$ cat src/rtl/mem_req_arbiter_if.sv
// Request/response bundle for one SRAM-like port: address phase (req/addr_ok)
// and in-order data phase (data_ok/rdata).
interface mem_req_arbiter_if;
  logic        req;
  logic        wr;
  logic [1:0]  size;
  logic [3:0]  wstrb;
  logic [31:0] addr;
  logic [31:0] wdata;
  logic        addr_ok;
  logic        data_ok;
  logic [31:0] rdata;

  // master issues requests, slave accepts them and returns data
  modport master (
    output req, wr, size, wstrb, addr, wdata,
    input  addr_ok, data_ok, rdata
  );

  modport slave (
    input  req, wr, size, wstrb, addr, wdata,
    output addr_ok, data_ok, rdata
  );
endinterface

$ cat src/rtl/mem_req_arbiter.sv
// Shares one memory port between fetch (inst) and load/store (data) requesters,
// tracking outstanding transactions in issue order to route data_ok back.
module mem_req_arbiter #(
  parameter int unsigned MAX_OUT = 2
) (
  input  logic               clk,
  input  logic               resetn,
  mem_req_arbiter_if.slave   inst,
  mem_req_arbiter_if.slave   data,
  mem_req_arbiter_if.master  mem
);

  localparam int unsigned PW = (MAX_OUT > 1) ? $clog2(MAX_OUT) : 1;
  localparam int unsigned CW = $clog2(MAX_OUT) + 1;
  localparam logic [CW-1:0] MAX_CNT = CW'(MAX_OUT);

  typedef enum logic {IDLE, GRANT} state_t;

  state_t             state, state_nxt;
  logic               grant_data, grant_data_nxt;
  logic [MAX_OUT-1:0] id_fifo;
  logic [PW-1:0]      wr_ptr, rd_ptr;
  logic [CW-1:0]      count;
  logic               push, pop, head_data;

  function automatic logic [PW-1:0] ptr_inc(input logic [PW-1:0] p);
    return (p == PW'(MAX_OUT - 1)) ? '0 : p + 1'b1;
  endfunction

  always_ff @(posedge clk or negedge resetn) begin
    if (!resetn) begin
      state      <= IDLE;
      grant_data <= 1'b0;
    end else begin
      state      <= state_nxt;
      grant_data <= grant_data_nxt;
    end
  end

  // Gate uses the pre-pop count so a same-cycle data_ok never opens a slot early.
  always_comb begin
    state_nxt      = state;
    grant_data_nxt = grant_data;
    push           = 1'b0;
    case (state)
      IDLE: begin
        if ((inst.req || data.req) && (count < MAX_CNT)) begin
          state_nxt      = GRANT;
          grant_data_nxt = data.req;
        end
      end
      GRANT: begin
        if (mem.addr_ok) begin
          push      = 1'b1;
          state_nxt = IDLE;
        end
      end
      default: state_nxt = IDLE;
    endcase
  end

  always_comb begin
    mem.req      = (state == GRANT);
    mem.wr       = grant_data ? data.wr    : inst.wr;
    mem.size     = grant_data ? data.size  : inst.size;
    mem.wstrb    = grant_data ? data.wstrb : inst.wstrb;
    mem.addr     = grant_data ? data.addr  : inst.addr;
    mem.wdata    = grant_data ? data.wdata : inst.wdata;
    inst.addr_ok = push && !grant_data;
    data.addr_ok = push &&  grant_data;
  end

  assign pop          = mem.data_ok && (count != '0);
  assign head_data    = id_fifo[rd_ptr];
  assign inst.data_ok = pop && !head_data;
  assign data.data_ok = pop &&  head_data;
  assign inst.rdata   = resetn ? mem.rdata : '0;
  assign data.rdata   = resetn ? mem.rdata : '0;

  always_ff @(posedge clk or negedge resetn) begin
    if (!resetn) begin
      id_fifo <= '0;
      wr_ptr  <= '0;
      rd_ptr  <= '0;
      count   <= '0;
    end else begin
      if (push) begin
        id_fifo[wr_ptr] <= grant_data;
        wr_ptr          <= ptr_inc(wr_ptr);
      end
      if (pop) begin
        rd_ptr <= ptr_inc(rd_ptr);
      end
      case ({push, pop})
        2'b10:   count <= count + 1'b1;
        2'b01:   count <= count - 1'b1;
        default: count <= count;
      endcase
    end
  end

endmodule
$ cat src/flat_wrapper.sv
// flat-port wrapper written by rule: the top's interface ports become plain ports
module mem_req_arbiter_flat 
#(
  parameter int unsigned MAX_OUT = 2
)
  (clk, resetn, inst_req, inst_wr, inst_size, inst_wstrb, inst_addr, inst_wdata, inst_addr_ok, inst_data_ok, inst_rdata, data_req, data_wr, data_size, data_wstrb, data_addr, data_wdata, data_addr_ok, data_data_ok, data_rdata, mem_req, mem_wr, mem_size, mem_wstrb, mem_addr, mem_wdata, mem_addr_ok, mem_data_ok, mem_rdata);
  mem_req_arbiter_if inst_i ();
  mem_req_arbiter_if data_i ();
  mem_req_arbiter_if mem_i ();
  input  logic clk;
  input  logic resetn;
  input wire logic [$bits(inst_i.req)-1:0] inst_req;
  input wire logic [$bits(inst_i.wr)-1:0] inst_wr;
  input wire logic [$bits(inst_i.size)-1:0] inst_size;
  input wire logic [$bits(inst_i.wstrb)-1:0] inst_wstrb;
  input wire logic [$bits(inst_i.addr)-1:0] inst_addr;
  input wire logic [$bits(inst_i.wdata)-1:0] inst_wdata;
  output wire logic [$bits(inst_i.addr_ok)-1:0] inst_addr_ok;
  output wire logic [$bits(inst_i.data_ok)-1:0] inst_data_ok;
  output wire logic [$bits(inst_i.rdata)-1:0] inst_rdata;
  input wire logic [$bits(data_i.req)-1:0] data_req;
  input wire logic [$bits(data_i.wr)-1:0] data_wr;
  input wire logic [$bits(data_i.size)-1:0] data_size;
  input wire logic [$bits(data_i.wstrb)-1:0] data_wstrb;
  input wire logic [$bits(data_i.addr)-1:0] data_addr;
  input wire logic [$bits(data_i.wdata)-1:0] data_wdata;
  output wire logic [$bits(data_i.addr_ok)-1:0] data_addr_ok;
  output wire logic [$bits(data_i.data_ok)-1:0] data_data_ok;
  output wire logic [$bits(data_i.rdata)-1:0] data_rdata;
  output wire logic [$bits(mem_i.req)-1:0] mem_req;
  output wire logic [$bits(mem_i.wr)-1:0] mem_wr;
  output wire logic [$bits(mem_i.size)-1:0] mem_size;
  output wire logic [$bits(mem_i.wstrb)-1:0] mem_wstrb;
  output wire logic [$bits(mem_i.addr)-1:0] mem_addr;
  output wire logic [$bits(mem_i.wdata)-1:0] mem_wdata;
  input wire logic [$bits(mem_i.addr_ok)-1:0] mem_addr_ok;
  input wire logic [$bits(mem_i.data_ok)-1:0] mem_data_ok;
  input wire logic [$bits(mem_i.rdata)-1:0] mem_rdata;
  assign inst_i.req = inst_req;
  assign inst_i.wr = inst_wr;
  assign inst_i.size = inst_size;
  assign inst_i.wstrb = inst_wstrb;
  assign inst_i.addr = inst_addr;
  assign inst_i.wdata = inst_wdata;
  assign inst_addr_ok = inst_i.addr_ok;
  assign inst_data_ok = inst_i.data_ok;
  assign inst_rdata = inst_i.rdata;
  assign data_i.req = data_req;
  assign data_i.wr = data_wr;
  assign data_i.size = data_size;
  assign data_i.wstrb = data_wstrb;
  assign data_i.addr = data_addr;
  assign data_i.wdata = data_wdata;
  assign data_addr_ok = data_i.addr_ok;
  assign data_data_ok = data_i.data_ok;
  assign data_rdata = data_i.rdata;
  assign mem_req = mem_i.req;
  assign mem_wr = mem_i.wr;
  assign mem_size = mem_i.size;
  assign mem_wstrb = mem_i.wstrb;
  assign mem_addr = mem_i.addr;
  assign mem_wdata = mem_i.wdata;
  assign mem_i.addr_ok = mem_addr_ok;
  assign mem_i.data_ok = mem_data_ok;
  assign mem_i.rdata = mem_rdata;
  mem_req_arbiter #(.MAX_OUT(MAX_OUT)) u_core (.clk(clk), .resetn(resetn), .inst(inst_i), .data(data_i), .mem(mem_i));
endmodule
$ cat config.mk
export PLATFORM = sky130hd
export DESIGN_NAME = mem_req_arbiter_flat
export DESIGN_NICKNAME = d
export VERILOG_FILES = /design/src/rtl/mem_req_arbiter_if.sv /design/src/rtl/mem_req_arbiter.sv /design/src/flat_wrapper.sv
export SDC_FILE = /design/constraint.sdc
export NUM_CORES = 1
export LEC_CHECK = 0
export CORE_AREA = 2 2 123 125
export DETAILED_ROUTE_END_ITERATION = 16
export DIE_AREA = 0 0 125 127
export GPL_TIMING_DRIVEN = 0
export PLACE_DENSITY_LB_ADDON = 0.2
export SLEW_MARGIN = 40
export SYNTH_ARGS = -nofsm -noshare
export SYNTH_HDL_FRONTEND = slang
export SYNTH_SLANG_ARGS = --single-unit
$ cat constraint.sdc
create_clock -name clk -period 1.9 [get_ports clk]
set_input_delay 0.38 -clock clk [delete_from_list [all_inputs] [get_ports clk]]
set_output_delay 0.38 -clock clk [all_outputs]
set_load 0.1 [all_outputs]
======== After elaboration in Yosys (flattened, before gate mapping) ========
Index checks and enable logic that the tools add are counted.
W data, S select, Z words.
operators by class
  mux-type cells .......................... 19
  $add $sub $neg .......................... 4
  reduce and logical (&&, ||, !) cells .... 13
  equality and inequality tests ........... 2
  order comparisons ....................... 4
  bitwise operators ....................... 1
operators with widths
  kind                   count
  $mux W32               3
  $mux W1                10
  $logic_and A1 B1 Y1    7
  $lt A1 B2 Y1 const B   2
  $mux W4                1
  $pmux W2 S2            1
  $reduce_bool A2 Y1     2
  $add A1 B1 Y1 const B  2
  $add A2 B1 Y2 const B  1
  $bwmux W2              1
  $eq A2 B1 Y1 const B   1
  $eq A2 B2 Y1 const B   1
  $logic_not A1 Y1       2
  $lt A2 B2 Y1 const B   1
  $mux W2                1
  $pmux W1 S2            1
  $reduce_and A2 Y1      1
  $sub A2 B1 Y2 const B  1
  $demux W1 S1           1
  $ge A1 B1 Y1 const B   1
  $logic_or A1 B1 Y1     1
  $not A1 Y1             1
storage, ports and cells
  word-level logic and storage cells ...... 49
  output and inout bits ................... 140
  bits of input ports ..................... 180
  register bits ........................... 8

======== Logic depth before layout (Yosys ltp) ========
Gate-level depths: netlist of run 1.
  depth in word-level cells ............... 5
  mapped depth ............................ 6
  gate-level depth less buffers ........... 6

======== Least setup slack after synthesis of run 1 ========
No wires, ideal clock.
  path kind ............................... flip-flop to output port
  start point ............................. register u_core.state, in the netlist u_core.mem.req
  end point ............................... output port inst_addr_ok
  cell stages (with the launch flop) ...... 3
  arrival ................................. 2538 ps
  setup slack ............................. -1018 ps
  required time ........................... 1520 ps
  buffers on the path ..................... 0
  cells stage by stage .................... dfrtp_1 > nand2_1 > nor2_1
on the way
  longest elaborated chain between the ends .. 2
RTL lines
  what                    RTL line               source
  start, declared         mem_req_arbiter.sv:19  state_t state, state_nxt;
  start signal, assigned  mem_req_arbiter.sv:35  state <= state_nxt;
  $mux W1                 mem_req_arbiter.sv:45  case (state)
  $logic_and A1 B1 Y1     mem_req_arbiter.sv:69  inst.addr_ok = push && !grant_data;
  end, declared           flat_wrapper.sv:18     output wire logic [$bits(inst_i.addr_ok)-1:0] inst_addr_ok;
Every way passes these cells.

======== Final worst setup path of run 1 ========
  start point ............................. register u_core.grant_data
  end point ............................... output port mem_addr[0]
on the way
  longest elaborated chain between the ends .. 1
RTL lines
  what                    RTL line               source
  start, declared         mem_req_arbiter.sv:20  logic grant_data, grant_data_nxt;
  start signal, assigned  mem_req_arbiter.sv:36  grant_data <= grant_data_nxt;
  $mux W32                mem_req_arbiter.sv:67  mem.addr = grant_data ? data.addr : inst.addr;
  end, declared           flat_wrapper.sv:34     output wire logic [$bits(mem_i.addr)-1:0] mem_addr;
Every way passes these cells.

==> metrics.txt, run 1 <==
status=complete, but fails checks; violated checks=setup timing; area grow syn2layout=207%; crit-path cells=clkbuf_4 -> mux2_2 -> clkbuf_4; Slew Viols, Final=0; crit path DAT=1530 ps; Synth Area in Compound Gates=0.0126; RSZ-0062 raised after global routing=yes; net count after synthesis=around 360; I/O Pins=320; final worst slack=-13.8 ps; Setup crit end kind=output pin; CTS H-tree lvls=1; Max IR drop VDD=0.507 mV; TritonCTS Buffers=3; Synth Area in Simple Gates=0.144; #FFs+latches synth=8; Root Driver=clkbuf_16; CP startpoint kind=flop; DR iter-0 viols=28; Port Buffers=319; Crit-path slowest cell=dfrtp_2; final hold violation count=0; CP peak stage delay=430 ps; Die Area=around 16,000 um^2; GRT overflow=0; gr usage total=0.114; Vias/cell=3.70; Via Count=2,541; initial core utilization=0.117; share of layout cells above drive strength 1=0.568; Initial DRT Pass Iterations=3; Synth Cell Area=1690 um^2; chip width=between 100 and 150 um; commonest non-fill, non-tap cell in the layout=clkdlybuf4s50_1; initial antenna violation count=0; Least-Margin Pin Slew=495 ps; fin nets=684; Max-Cap Viols=0; placer congestion estimate=0.785; largest net degree at the start of global routing=14; Clock Sinks=8; final hold slack=8.07 ps; final setup TNS=-135 ps; Leak=around 2.3 nW; commonest cells after routing, fill and taps aside=clkdlybuf4s50_1, buf_4, mux2_2; Residual DRC=0; final instance area=5190 um^2; fmax=523 MHz; Min-Delay Path Class=in -> async; Rel. slew slack=0.673; Critical Path RT=~1500 ps; Crit path top cell by count=clkbuf_4; largest family of logic cells by synthesized area=multiplexers; worst skew pair latency=230 ps; synth unique cells=21; fraction of the mapped netlist area in adder cells=0.00740; Avg Inst Size Synth=roughly 9.5 um^2; placed cell area=between 4000 and 5000 um^2; worst-path fanout max=10; final worst path period need=between 1500 and 2000 ps; skew final=2.44 ps; Cells after Synth=178; total power=8.45 mW; n_diodes=0; post-synthesis mux area share=0.498; post-synthesis sequential area ratio=0.118; vias in the first global route=2,736; drt wl/cell=14.6 um; DPL Wire Length=roughly 8400 um; yosys warns=0; post-route ant nets=0; routed wire length=10,000 um; XOR/XNOR share of the synthesized area=0.0259; Setup Crit Path Kind=reg -> out; global-route wire length before repair=14,700 um; Post-CTS Hold Fix Bufs=0; clk buf depth=2; Core Util, Final=0.360; row count=44; CTS tree=done; final setup vio count=24; Clock transition at path regs=40 ps; Core Area=about 14,000 um^2; Final Cycle Share=1.01; Power Density=1630 nW/um^2; Die Ht=around 130 um
## cells by family (layout without fill, tap and decap cells)
family,count (synthesis),after routing
AO/OA/AOI/OAI,3,3
XOR/XNOR,5,5
adder cells (fa/ha/maj),1,1
buffers and inverters,44,368
flip-flops,8,8
multiplexers,75,75
AND/OR/NAND/NOR,42,42
## per-layer routing
metal,global-route usage,vias to the layer above,wire [um]
met5,0,-,0
met3,0.0293,6,939
met1,0.123,1133,3580
met4,0.0242,0,93
met2,0.224,174,5390
li1,-,1228,-
## registers in the layout, summed over array words and instances (netlist names)
name               count
u_core.count           2
u_core.grant_data      1
u_core.id_fifo         2
u_core.mem.req         1
u_core.rd_ptr          1
u_core.wr_ptr          1
## stage by stage
| stage | std cells | setup slack [ps] |
|---|---|---|
| after floorplan | 178 | 57.1 |
| after global placement | 681 | -1510 |
| after detailed placement | 681 | -809 |
| after CTS | 685 | -90.3 |
| after global routing | 686 | -64.7 |
| final | 686 | -13.8 |
## report_power, final
part	internal [mW]	total (mW)	switching, mW
Combinational	2.33	7.72	5.39
Clock	0.280	0.366	0.0858
Sequential	0.268	0.369	0.100
## cell usage after synthesis
library cell	number	area, um^2
and2_1	32	200
clkbuf_1	3	11.3
buf_2	3	15.0
ha_1	1	12.5
nor2b_1	1	6.26
xor2_1	1	8.76
a22o_1	1	8.76
mux2_2	38	428
dfrtp_1	8	200
o21bai_1	1	7.51
xnor2_1	4	35.0
o21ai_0	1	5.00
buf_6	5	56.3
mux2i_1	2	20.0
mux2_1	35	394
nand3_1	1	5.00
nand2_1	2	7.51
and3_1	1	6.26
inv_1	1	3.75
nor2_1	5	18.8
buf_4	32	240
## path summary, 6_finish.rpt
check                                    end  cells past startpoint  slack, ps              start
max                              mem_addr[0]                      3        -10  u_core.grant_data
min                          u_core.count[1]                      1          8             resetn
max reg2reg                  u_core.count[1]                      5        310    u_core.count[0]
min reg2reg                    u_core.wr_ptr                      1        500      u_core.wr_ptr
max in group asynchronous  u_core.grant_data                      1       1720             resetn
min in group clk               u_core.wr_ptr                      1        500      u_core.wr_ptr
## worst max-delay path: cells and delay by family, from the launching register on
kind                   cells  cell delay [ps]
buffers and inverters      2              530
flip-flops                 1              430
multiplexers               1              340
## timing repair
action / CTS / global route
resized for setup: 167 / 94
buffers inserted: 0 / 1
endpoints found under the setup margin: 139 / 94
## final cells by class
type / instances / area [um^2]
Timing Repair Buffer: 320 / 3100
Multi-Input combinational cell: 126 / 1220
Tap cell: 184 / 230
Clock buffer: 4 / 78.8
Inverter: 1 / 3.75
Buffer: 43 / 355
Sequential cell: 8 / 203
Fill cell: 1492 / 9230
(Power assumes the default switching activity.)
==> run 2, diff against run 1 <==
TNS_END_PERCENT = 100   (was not set)
==> results of run 2 <==
Same layout as run 1: the final DEF is identical, and so are final timing and power.
